==> config.mk <==
export PLATFORM = sky130hd
export DESIGN_NAME = load_store_unit_flat
export DESIGN_NICKNAME = d
export VERILOG_FILES = /design/src/rtl/load_store_unit_if.sv /design/src/rtl/load_store_unit.sv /design/src/flat_wrapper.sv
export SDC_FILE = /design/constraint.sdc
export NUM_CORES = 1
export LEC_CHECK = 0
export CAP_MARGIN = 20
export CORE_MARGIN = 1.5
export CORE_UTILIZATION = 30
export CTS_CLUSTER_SIZE = 20
export DETAILED_ROUTE_END_ITERATION = 10
export GPL_ROUTABILITY_DRIVEN = 0
export GPL_TIMING_DRIVEN = 0
export SYNTH_ARGS = -nofsm -noshare
export SYNTH_HDL_FRONTEND = slang
export SYNTH_SLANG_ARGS = --single-unit
==> constraint.sdc <==
create_clock -name clock -period 3.3 [get_ports clock]
set_input_delay 0.66 -clock clock [delete_from_list [all_inputs] [get_ports clock]]
set_output_delay 0.66 -clock clock [all_outputs]
set_load 0.005 [all_outputs]
==> src/rtl/load_store_unit_if.sv <==
// Request/response and DataMemory signals of the load/store unit.
// slave is the unit's own view; master is the CPU-plus-memory environment driving it.
interface load_store_unit_if #(
  parameter int ADDR_WIDTH = 7
);
  logic                  req_valid;
  logic                  req_ready;
  logic                  req_write;
  logic [1:0]            req_size;
  logic                  req_unsigned;
  logic [ADDR_WIDTH-1:0] req_addr;
  logic [31:0]           req_wdata;
  logic                  resp_valid;
  logic                  resp_error;
  logic [31:0]           resp_rdata;
  logic [ADDR_WIDTH-1:0] mem_address;
  logic [31:0]           mem_writeData;
  logic                  mem_memWrite;
  logic                  mem_memRead;
  logic [31:0]           mem_readData;

  modport slave (
    input  req_valid, req_write, req_size, req_unsigned, req_addr, req_wdata,
    input  mem_readData,
    output req_ready, resp_valid, resp_error, resp_rdata,
    output mem_address, mem_writeData, mem_memWrite, mem_memRead
  );

  modport master (
    output req_valid, req_write, req_size, req_unsigned, req_addr, req_wdata,
    output mem_readData,
    input  req_ready, resp_valid, resp_error, resp_rdata,
    input  mem_address, mem_writeData, mem_memWrite, mem_memRead
  );
endinterface

==> src/rtl/load_store_unit.sv <==
// Load/store initiator for a word-wide DataMemory; sub-word stores use read-modify-write.
// Latency: loads and word stores 2 cycles, sub-word stores 3, errors 1; one request in flight.
module load_store_unit #(
  parameter int ADDR_WIDTH = 7
) (
  input  logic             clock,
  input  logic             reset,
  load_store_unit_if.slave bus
);
  localparam logic [1:0] IDLE  = 2'd0;
  localparam logic [1:0] READ  = 2'd1;
  localparam logic [1:0] WRITE = 2'd2;
  localparam logic [1:0] RESP  = 2'd3;

  localparam logic [1:0] SZ_BYTE = 2'b00;
  localparam logic [1:0] SZ_HALF = 2'b01;
  localparam logic [1:0] SZ_WORD = 2'b10;

  logic [1:0]            state;
  logic [ADDR_WIDTH-1:0] addr_q;
  logic                  write_q;
  logic [1:0]            size_q;
  logic                  unsigned_q;
  logic [31:0]           wdata_q;
  logic [31:0]           rword_q;
  logic                  error_q;
  logic [31:0]           rdata_q;
  logic                  req_bad;
  logic [31:0]           merged;

  assign req_bad = (bus.req_size == 2'b11)
                 || (bus.req_size == SZ_HALF && bus.req_addr[0])
                 || (bus.req_size == SZ_WORD && bus.req_addr[1:0] != 2'b00);

  function automatic logic [31:0] load_extend(input logic [31:0] w, input logic [1:0] sz,
                                              input logic [1:0] a, input logic uns);
    logic [7:0]  b;
    logic [15:0] h;
    logic [31:0] r;
    b = w[{a, 3'b000} +: 8];
    h = w[{a[1], 4'b0000} +: 16];
    case (sz)
      SZ_BYTE: r = uns ? {24'd0, b} : {{24{b[7]}}, b};
      SZ_HALF: r = uns ? {16'd0, h} : {{16{h[15]}}, h};
      default: r = w;
    endcase
    return r;
  endfunction

  // Lane replace of the word fetched in READ; word stores ignore it.
  always_comb begin
    merged = rword_q;
    case (size_q)
      SZ_BYTE: merged[{addr_q[1:0], 3'b000} +: 8] = wdata_q[7:0];
      SZ_HALF: merged[{addr_q[1], 4'b0000} +: 16] = wdata_q[15:0];
      default: merged = wdata_q;
    endcase
  end

  always_ff @(posedge clock) begin
    if (reset) begin
      state      <= IDLE;
      addr_q     <= '0;
      write_q    <= 1'b0;
      size_q     <= 2'b00;
      unsigned_q <= 1'b0;
      wdata_q    <= 32'd0;
      rword_q    <= 32'd0;
      error_q    <= 1'b0;
      rdata_q    <= 32'd0;
    end else begin
      case (state)
        IDLE: begin
          if (bus.req_valid) begin
            addr_q     <= bus.req_addr;
            write_q    <= bus.req_write;
            size_q     <= bus.req_size;
            unsigned_q <= bus.req_unsigned;
            wdata_q    <= bus.req_wdata;
            error_q    <= req_bad;
            if (req_bad) begin
              rdata_q <= 32'd0;
              state   <= RESP;
            end else if (bus.req_write && bus.req_size == SZ_WORD) begin
              state <= WRITE;
            end else begin
              state <= READ;
            end
          end
        end
        READ: begin
          rword_q <= bus.mem_readData;
          if (write_q) begin
            state <= WRITE;
          end else begin
            rdata_q <= load_extend(bus.mem_readData, size_q, addr_q[1:0], unsigned_q);
            state   <= RESP;
          end
        end
        WRITE: begin
          rdata_q <= 32'd0;
          state   <= RESP;
        end
        default: state <= IDLE;
      endcase
    end
  end

  assign bus.req_ready     = (state == IDLE);
  assign bus.resp_valid    = (state == RESP);
  assign bus.resp_error    = error_q;
  assign bus.resp_rdata    = rdata_q;
  assign bus.mem_memRead   = (state == READ);
  assign bus.mem_memWrite  = (state == WRITE);
  assign bus.mem_address   = addr_q;
  assign bus.mem_writeData = (state == WRITE) ? merged : 32'd0;
endmodule
==> src/flat_wrapper.sv <==
// flat-port wrapper written by rule: the top's interface ports become plain ports
module load_store_unit_flat 
#(
  parameter int ADDR_WIDTH = 7
)
  (clock, reset, bus_req_valid, bus_req_write, bus_req_size, bus_req_unsigned, bus_req_addr, bus_req_wdata, bus_mem_readData, bus_req_ready, bus_resp_valid, bus_resp_error, bus_resp_rdata, bus_mem_address, bus_mem_writeData, bus_mem_memWrite, bus_mem_memRead);
  load_store_unit_if #(.ADDR_WIDTH(ADDR_WIDTH)) bus_i ();
  input  logic clock;
  input  logic reset;
  input wire logic [$bits(bus_i.req_valid)-1:0] bus_req_valid;
  input wire logic [$bits(bus_i.req_write)-1:0] bus_req_write;
  input wire logic [$bits(bus_i.req_size)-1:0] bus_req_size;
  input wire logic [$bits(bus_i.req_unsigned)-1:0] bus_req_unsigned;
  input wire logic [$bits(bus_i.req_addr)-1:0] bus_req_addr;
  input wire logic [$bits(bus_i.req_wdata)-1:0] bus_req_wdata;
  input wire logic [$bits(bus_i.mem_readData)-1:0] bus_mem_readData;
  output wire logic [$bits(bus_i.req_ready)-1:0] bus_req_ready;
  output wire logic [$bits(bus_i.resp_valid)-1:0] bus_resp_valid;
  output wire logic [$bits(bus_i.resp_error)-1:0] bus_resp_error;
  output wire logic [$bits(bus_i.resp_rdata)-1:0] bus_resp_rdata;
  output wire logic [$bits(bus_i.mem_address)-1:0] bus_mem_address;
  output wire logic [$bits(bus_i.mem_writeData)-1:0] bus_mem_writeData;
  output wire logic [$bits(bus_i.mem_memWrite)-1:0] bus_mem_memWrite;
  output wire logic [$bits(bus_i.mem_memRead)-1:0] bus_mem_memRead;
  assign bus_i.req_valid = bus_req_valid;
  assign bus_i.req_write = bus_req_write;
  assign bus_i.req_size = bus_req_size;
  assign bus_i.req_unsigned = bus_req_unsigned;
  assign bus_i.req_addr = bus_req_addr;
  assign bus_i.req_wdata = bus_req_wdata;
  assign bus_i.mem_readData = bus_mem_readData;
  assign bus_req_ready = bus_i.req_ready;
  assign bus_resp_valid = bus_i.resp_valid;
  assign bus_resp_error = bus_i.resp_error;
  assign bus_resp_rdata = bus_i.resp_rdata;
  assign bus_mem_address = bus_i.mem_address;
  assign bus_mem_writeData = bus_i.mem_writeData;
  assign bus_mem_memWrite = bus_i.mem_memWrite;
  assign bus_mem_memRead = bus_i.mem_memRead;
  load_store_unit #(.ADDR_WIDTH(ADDR_WIDTH)) u_core (.clock(clock), .reset(reset), .bus(bus_i));
endmodule
# Yosys cells after proc, flatten, opt, wreduce, memory -nomap -nowiden
# Cells that the tools add are included.
[totals]
output_inout_bits = 76
in_bits = 78
ff_bits = 110
ramBits = 0
n_memories = 0
latch_bits = 0
rom_bits = 0
wordCells = 54
[classes]
mux = 16
bitwise_logic = 0
n_addsub = 2
div = 0
n_mul = 0
n_reduce_logical = 11
n_shift = 6
magnitude_cmp = 0
eq_ne = 10
[ops]
columns = ["cell", "count"]
rows = [
  ["$mux W32", 6],
  ["$pmux W32 S2", 2],
  ["$pmux W32 S3", 1],
  ["$bwmux W32", 2],
  ["$shift A16 B7 Y32 const A", 1],
  ["$shift A8 B7 Y32 const A", 1],
  ["$shiftx A16 B7 Y32", 1],
  ["$shiftx A32 B6 Y16", 1],
  ["$shiftx A32 B6 Y8", 1],
  ["$shiftx A8 B7 Y32", 1],
  ["$neg A5 Y7", 2],
  ["$eq A2 B2 Y1 const B", 4],
  ["$eq A2 B1 Y1 const B", 3],
  ["$mux W2", 3],
  ["$pmux W2 S3", 1],
  ["$logic_not A2 Y1", 2],
  ["$ne A2 B2 Y1 const B", 2],
  ["$reduce_and A4 Y1", 1],
  ["$logic_and A1 B1 Y1", 3],
  ["$reduce_bool A3 Y1", 1],
  ["$logic_or A1 B1 Y1", 2],
  ["$ne A2 B1 Y1 const B", 1],
  ["$reduce_and A2 Y1", 1],
  ["$reduce_bool A2 Y1", 1],
  ["$mux W1", 1],
]

# Logic depth before layout (Yosys ltp)
# Gate-level depths: netlist of run 1.
[depth]
ltp_word = 7
ltp_mapped = 9
ltp_nobuf = 6

# Least setup slack after synthesis of run 1
# No wires, ideal clock.
[synth_path]
path_kind = "register -> output"
startpoint = "register u_core.addr_q[1], in the netlist u_core.bus.mem_address[1]"
endpoint = "output port bus_mem_writeData[7]"
path_stages_with_launch = 8
arrival_time_ns = 2.210
t_required_ns = 2.640
path_buffers = 2
setup_slack_ns = 0.430
path_cell_list = "dfxtp_1 > buf_2 > buf_4 > inv_2 > ha_1 > o31ai_1 > o2bb2ai_1 > and3_1"
[synth_via]
elab_chain_len = 5
word_cells_on_any_way = 10
cone_classes = "add/sub (2); shift (4); mux (4)"
[synth_lines]
columns = ["item", "line_no", "source"]
rows = [
  ["start: declaration", "load_store_unit.sv:20", "logic [ADDR_WIDTH-1:0] addr_q;"],
  ["start signal: assignment", "load_store_unit.sv:75", "addr_q <= bus.req_addr;"],
  ["$neg A5 Y7, on equally long branches", "load_store_unit.sv:55, load_store_unit.sv:54", ""],
  ["$shiftx A16 B7 Y32, or another cell as far along", "load_store_unit.sv:55", "SZ_HALF: merged[{addr_q[1], 4'b0000} +: 16] = wdata_q[15:0];"],
  ["$bwmux W32, on equally long branches", "load_store_unit.sv:55, load_store_unit.sv:54", ""],
  ["$pmux W32 S2 (*)", "load_store_unit.sv:53", "case (size_q)"],
  ["$mux W32 (*)", "load_store_unit.sv:116", "assign bus.mem_writeData = (state == WRITE) ? merged : 32'd0;"],
  ["end: declaration", "flat_wrapper.sv:22", "output wire logic [$bits(bus_i.mem_writeData)-1:0] bus_mem_writeData;"],
]
# Every way passes the cells marked *; elsewhere a longest branch is shown, timed or not.

# Worst setup path after layout of run 1
[layout_path]
startpoint = "register u_core.addr_q[0], in the netlist u_core.bus.mem_address[0]"
endpoint = "output port bus_mem_writeData[23]"
[layout_via]
elab_chain_len = 5
word_cells_on_any_way = 6
cone_classes = "add/sub (1); shift (2); mux (3)"
[layout_lines]
columns = ["item", "line_no", "source"]
rows = [
  ["$neg A5 Y7 (*)", "load_store_unit.sv:54", "SZ_BYTE: merged[{addr_q[1:0], 3'b000} +: 8] = wdata_q[7:0];"],
  ["$shiftx A8 B7 Y32 / $shift A8 B7 Y32 (equally long branches)", "load_store_unit.sv:54", ""],
  ["$bwmux W32 (*)", "load_store_unit.sv:54", ""],
  ["$pmux W32 S2 (*)", "load_store_unit.sv:53", ""],
  ["$mux W32 (*)", "load_store_unit.sv:116", ""],
]
# Marks and branches as above.

==> results of run 1 <==
==> synth_stat cells, drive strengths merged, types with 2 or more instances <==
cell type  instances
dfxtp            110
or2                2
mux2              16
inv                9
o21ai              2
nor4b              2
nand2b             9
nor2b             12
and4               2
mux2i             42
nand4              2
a22o              17
o31ai              2
a22oi              8
a222oi             7
buf               22
a221oi             9
a32o               8
a221o              8
and3               8
and2               2
o2bb2ai           31
nor3              10
a21oi             73
nor2              56
nor3b              3
nand2            119
ha                 9
o22ai             23
clkbuf            30
==> metrics by stage <==
stage | hold WS, ps | instances | TNS (ps) | cell area [sq um] | util
after floorplan | 436 | 665 | 0 | 5720 | -
after global placement | 445 | 1051 | -18550 | 7530 | 0.403
after detailed placement | 445 | 1051 | -17770 | 7530 | 0.403
after CTS | 459 | 1069 | -6.90 | 7960 | 0.426
after global routing | 478 | 1070 | -0.486 | 7990 | 0.427
final | 456 | 1070 | 0 | 7990 | 0.427
==> worst min path at each step <==
stage,to,cells past startpoint,from,slack (ps)
finish,u_core.bus.mem_address[4]$_SDFFE_PP0P_,2,u_core.bus.mem_address[4]$_SDFFE_PP0P_,460
global route,u_core.wdata_q[21]$_SDFFE_PP0P_,2,u_core.wdata_q[21]$_SDFFE_PP0P_,480
CTS,u_core.bus.mem_address[3]$_SDFFE_PP0P_,2,u_core.bus.mem_address[3]$_SDFFE_PP0P_,460
detailed placement,u_core.bus.resp_rdata[5]$_SDFFE_PP0P_,1,u_core.bus.resp_rdata[5]$_SDFFE_PP0P_,450
global placement,u_core.bus.mem_address[6]$_SDFFE_PP0P_,2,u_core.bus.mem_address[6]$_SDFFE_PP0P_,450
floorplan,u_core.wdata_q[23]$_SDFFE_PP0P_,2,u_core.wdata_q[23]$_SDFFE_PP0P_,440
==> critical path, cell delays in order (launching register included) <==
cell	delay, ps
dfxtp_2	350
buf_6	130
inv_2	170
ha_4	260
and4_4	240
a221o_1	350
a22o_1	250
clkdlybuf4s50_1	450
==> cell type report <==
cell class / instances / area share
inverters: 10 / 0.00532
plain buffers: 48 / 0.0312
clock buffers: 10 / 0.0287
well taps: 234 / 0.0366
repair buffers: 160 / 0.197
clock inverters: 5 / 0.00736
multi-input cells: 493 / 0.418
flip-flops and latches: 110 / 0.276
==> timing repair <==
item,CTS,global route
endpoints found under the setup margin,32,29
pin swaps,13,3
setup buffers,5,3
gates cloned,0,0
gates resized for setup,42,7
==> flip-flops by register name, summed over array words and instances (netlist names) <==
register / cells
u_core.bus.mem_address: 7
u_core.wdata_q: 32
u_core.rword_q: 32
u_core.state: 2
u_core.bus.resp_rdata: 32
u_core.size_q: 2
u_core.bus.resp_error: 1
u_core.write_q: 1
u_core.unsigned_q: 1
==> where the power goes <==
part	switching, W	leakage, nW	internal [W]
logic	0.00123	1.84	0.00103
clock network	0.000514	0.135	0.000587
registers	0.000242	0.898	0.00157
==> logic make-up (layout without fill, tap and decap cells) <==
logic type	Yosys count	in the layout	share of synthesized area
buffers and inverters	62	233	0.0497
DFF	110	110	0.385
muxes	58	58	0.105
adders and majority gates	9	9	0.0197
and+or+nand+nor	232	232	0.183
AOI/OAI and AO/OA	194	194	0.258
==> layer usage <==
metal  vias up  global-route usage
met5         -                   0
met4         0              0.0948
met3        41              0.0313
met2       242               0.337
met1      2730               0.287
li1       2758                   -
==> results.json, run 1 <==
{
  "status": "finished, final reports clean",
  "powerDensity_nw_per_um2": 647,
  "synth_top_area_cell": "dfxtp_1",
  "chipWidth_um": 141,
  "htree_num_levels": 3,
  "synth_seq_cells": 110,
  "n_antenna_cell": 0,
  "finalPower_w": 0.00517,
  "routed.top_layer": "met4",
  "fillers": 1894,
  "skew_ps": 9.07,
  "cp.arrival_ps": 2550,
  "final_nets": 919,
  "hpwl_um": 15900,
  "drt_wl_total_um": 21400,
  "netlist_instances": 665,
  "vdd_drop_max_v": 0.000373,
  "core_area_sq_um": 18700,
  "crit_end": "bus_mem_writeData[23]",
  "drt_pass1_iterations": 5,
  "io_pins": 154,
  "setup_viol": 0,
  "yosysWarnings": 0,
  "end_kind": "output pin",
  "drt_iter0_drc": 501,
  "path_clk_slew_ps": 70,
  "ys_async_sr_fraction": 0,
  "area_growth_pct": 39.7,
  "multiInputGateArea_sq_um": 3340,
  "crit_start": "u_core.bus.mem_address[0]$_SDFFE_PP0P_",
  "viasPerCell": 5.39,
  "place_ws_ps": -760,
  "mostFrequentLayoutCells": "142 x clkdlybuf4s50_1, 119 x nand2_1, 108 x dfxtp_1",
  "hold_buffers": 0,
  "synth_top_area_frac": 0.385,
  "antenna_found_initial": 0,
  "cts_root_buf": "clkbuf_16",
  "drt-met1-wl_um": 9700,
  "grt_usage": 0.213,
  "synthTopCellsByArea": "dfxtp_1 39%, nand2_1 7.8%, mux2i_1 7.4%, a21oi_1 6.3%, nor2_1 3.6%",
  "r2r_end": "u_core.bus.resp_rdata[30]$_SDFFE_PP0P_",
  "cp.required_ps": 2640,
  "clk-insertion-delay-late_ps": 360,
  "grt_pass1_wl_um": 32200,
  "die_y_um": 141,
  "vias": 5771,
  "hp-class": "reg2reg",
  "cp_max_fo": 8,
  "synth.avg_cell_area_sq_um": 8.60,
  "setup.worst_path.start_class": "flip-flop",
  "met2_length_um": 9690,
  "setup_ws_ps": 91.7,
  "start_util": 0.306,
  "grt_max_degree": 18,
  "syn_nets": 752,
  "r2r_slack_ps": 1060,
  "grt_overflow_total": 0,
  "dieArea_sq_um": 19900,
  "ff2ff_path_depth": 7,
  "finalCritPeriodShare": 0.972,
  "worst-setup-path-type": "reg2out",
  "portBuffers": 152,
  "cts_buffers": 9,
  "finalCriticalPeriod_ps": 3210,
  "wl_per_cell_um": 20.0,
  "seq_area_frac_synth": 0.385,
  "netlist_area_sq_um": 5720,
  "drc": 0,
  "cts_num_sinks": 110,
  "hold_viol_final": 0,
  "postRouteAntennaNets": 0,
  "cts_tree": "yes",
  "synth_edf_count": 0,
  "max-cap-violations": 0,
  "final_common_cell": "clkdlybuf4s50_1",
  "reg2reg_from": "u_core.state[1]$_SDFFE_PP0N_",
  "cts_buffer_depth": 2,
  "maxSlewViolCount": 0,
  "fmax_mhz": 312,
  "synth_ff_type": "dfxtp_1",
  "ff_latch_area_sq_um": 2210,
  "p_leak_nw": 2.88,
  "rows": 50,
  "grt_pass1_vias": 5448,
  "slew_headroom": 0.598,
  "route.met3.wl_um": 1270,
  "synth_cell_type_count": 52,
  "drive_gt1_frac": 0.116,
  "worst_pin_slew_ps": 603
}
No activity file was read; power rests on OpenSTA's default activity.
==> inputs of run 2 (changes only) <==
CAP_MARGIN = 0   (was 20)
CORE_MARGIN = unset   (was 1.5)
PLACE_DENSITY = 0.57   (was unset)
==> results.json, run 2 (synthesis gave the netlist of run 1 again) <==
{
  "status": "finished, final reports clean",
  "cts_buffer_depth": 2,
  "drt_pass1_iterations": 8,
  "postRouteAntennaNets": 0,
  "worst-setup-path-type": "reg2out",
  "grt_overflow_total": 0,
  "setup_ws_ps": 17.2,
  "dpl_cell_area_sq_um": 7530,
  "cts_tree": "yes",
  "grt_usage": 0.218,
  "die_y_um": 140,
  "grt_pass1_wl_um": 32400,
  "place_ws_ps": -778,
  "end_kind": "output pin",
  "drc": 0,
  "final_nets": 923,
  "drt_wl_total_um": 21400,
  "finalPower_w": 0.00513,
  "vdd_drop_max_v": 0.000345,
  "slew_headroom": 0.601,
  "fmax_mhz": 305,
  "worst_pin_slew_ps": 598,
  "crit_end": "bus_mem_writeData[15]",
  "cp.arrival_ps": 2620,
  "hpwl_um": 16100,
  "hold_buffers": 0,
  "skew_ps": 10.3,
  "cts_root_buf": "clkbuf_16",
  "dieArea_sq_um": 19600,
  "vias": 5791,
  "drive_gt1_frac": 0.115,
  "path_clk_slew_ps": 70,
  "reg2reg_from": "u_core.state[0]$_SDFFE_PP0N_",
  "crit_start": "u_core.state[0]$_SDFFE_PP0N_",
  "rows": 50,
  "start_util": 0.306,
  "grt_max_degree": 17,
  "clk-insertion-delay-late_ps": 360,
  "chipWidth_um": 140,
  "cp_max_fo": 8,
  "rsz0062_at_grt": "true",
  "cts_num_sinks": 110,
  "maxSlewViolCount": 0,
  "max-cap-violations": 0,
  "setup_viol": 0,
  "core_area_sq_um": 18700,
  "finalCritPeriodShare": 0.995,
  "mostFrequentLayoutCells": "139 x clkdlybuf4s50_1, 119 x nand2_1, 108 x dfxtp_1",
  "cts_buffers": 9,
  "drt_iter0_drc": 564,
  "r2r_slack_ps": 1080,
  "r2r_end": "u_core.bus.resp_rdata[15]$_SDFFE_PP0P_",
  "powerDensity_nw_per_um2": 639,
  "hold_viol_final": 0,
  "hp-class": "reg2reg",
  "io_pins": 154,
  "final_core_util": 0.429,
  "ff2ff_path_depth": 7,
  "htree_num_levels": 3,
  "antenna_found_initial": 0,
  "p_leak_nw": 2.97,
  "n_antenna_cell": 0,
  "wl_per_cell_um": 20.0,
  "setup.worst_path.start_class": "flip-flop",
  "area_growth_pct": 40.3,
  "finalCriticalPeriod_ps": 3280,
  "portBuffers": 152,
  "final_common_cell": "clkdlybuf4s50_1",
  "fin_area_sq_um": 8020,
  "grt_pass1_vias": 5385,
  "cp.required_ps": 2640,
  "viasPerCell": 5.39
}
-- run 2: cell types whose count changed in the layout (fill, tap and decap cells not counted), sizes merged --
cell | previous run | this run
inv | 10 | 8
clkinv | 2 | 4
clkbuf | 39 | 40
clkdlybuf4s50 | 142 | 139
buf | 27 | 31
dlymetal6s2s | 0 | 6
bufinv | 1 | 0
dlygate4sd2 | 10 | 7
-- run 2: final cells by class --
type	count	area, sq um
Inverter	10	50.0
Sequential cell	110	2210
Multi-Input combinational cell	493	3330
Clock inverter	4	25.0
Buffer	50	274
Timing Repair Buffer	162	1610
Tap cell	234	293
Fill cell	1848	10700
Clock buffer	11	233
-- run 2: routing by layer --
layer  vias up  track usage  wire [um]
met2       247        0.331       9310
met4         0       0.0636        424
li1       2783            -          -
met5         -            0          0
met1      2738        0.314      10200
met3        23       0.0345       1500
-- run 2: report_power, final --
part	switching, W	internal, W	total (W)
Sequential	0.000241	0.00157	0.00181
Combinational	0.00123	0.00108	0.00231
Clock	0.000504	0.000507	0.00101
Total	0.00198	0.00315	0.00513
-- run 2: metrics by stage --
stage | hold WS (ps) | TNS (ps) | std cells
global placement | 446 | -18310 | 1051
CTS | 461 | 0 | 1068
detailed placement | 450 | -17340 | 1051
floorplan | 436 | 0 | 665
global route | 482 | -183 | 1074
finish | 459 | 0 | 1074
-- run 2: critical path, cell delays in order (launching register included) --
cell	delay, ps
dfxtp_1	350
inv_1	90
ha_2	270
inv_1	180
or2_2	320
buf_1	230
o22ai_1	260
clkdlybuf4s50_1	550
-- run 2: worst min-delay path by stage --
stage	cells after the start	end	start
3_5_place_dp	2	u_core.bus.mem_address[4]$_SDFFE_PP0P_	u_core.bus.mem_address[4]$_SDFFE_PP0P_
5_1_grt	2	u_core.wdata_q[26]$_SDFFE_PP0P_	u_core.wdata_q[26]$_SDFFE_PP0P_
3_3_place_gp	2	u_core.bus.mem_address[6]$_SDFFE_PP0P_	u_core.bus.mem_address[6]$_SDFFE_PP0P_
2_1_floorplan	2	u_core.wdata_q[23]$_SDFFE_PP0P_	u_core.wdata_q[23]$_SDFFE_PP0P_
4_1_cts	2	u_core.bus.mem_address[5]$_SDFFE_PP0P_	u_core.bus.mem_address[5]$_SDFFE_PP0P_
6_report	2	u_core.bus.mem_address[4]$_SDFFE_PP0P_	u_core.bus.mem_address[4]$_SDFFE_PP0P_
-- run 2: what timing repair did --
item | in CTS | in global routing
buffers inserted | 4 | 6
pin swaps | 11 | 5
resized for setup | 37 | 20
endpoints found under the setup margin | 32 | 26
==> inputs of run 3 (changes only) <==
ABC_CLOCK_PERIOD_IN_PS = 3300   (was unset)
==> results of run 3 <==
The final DEF is identical to that of run 2; final timing and power are the same.
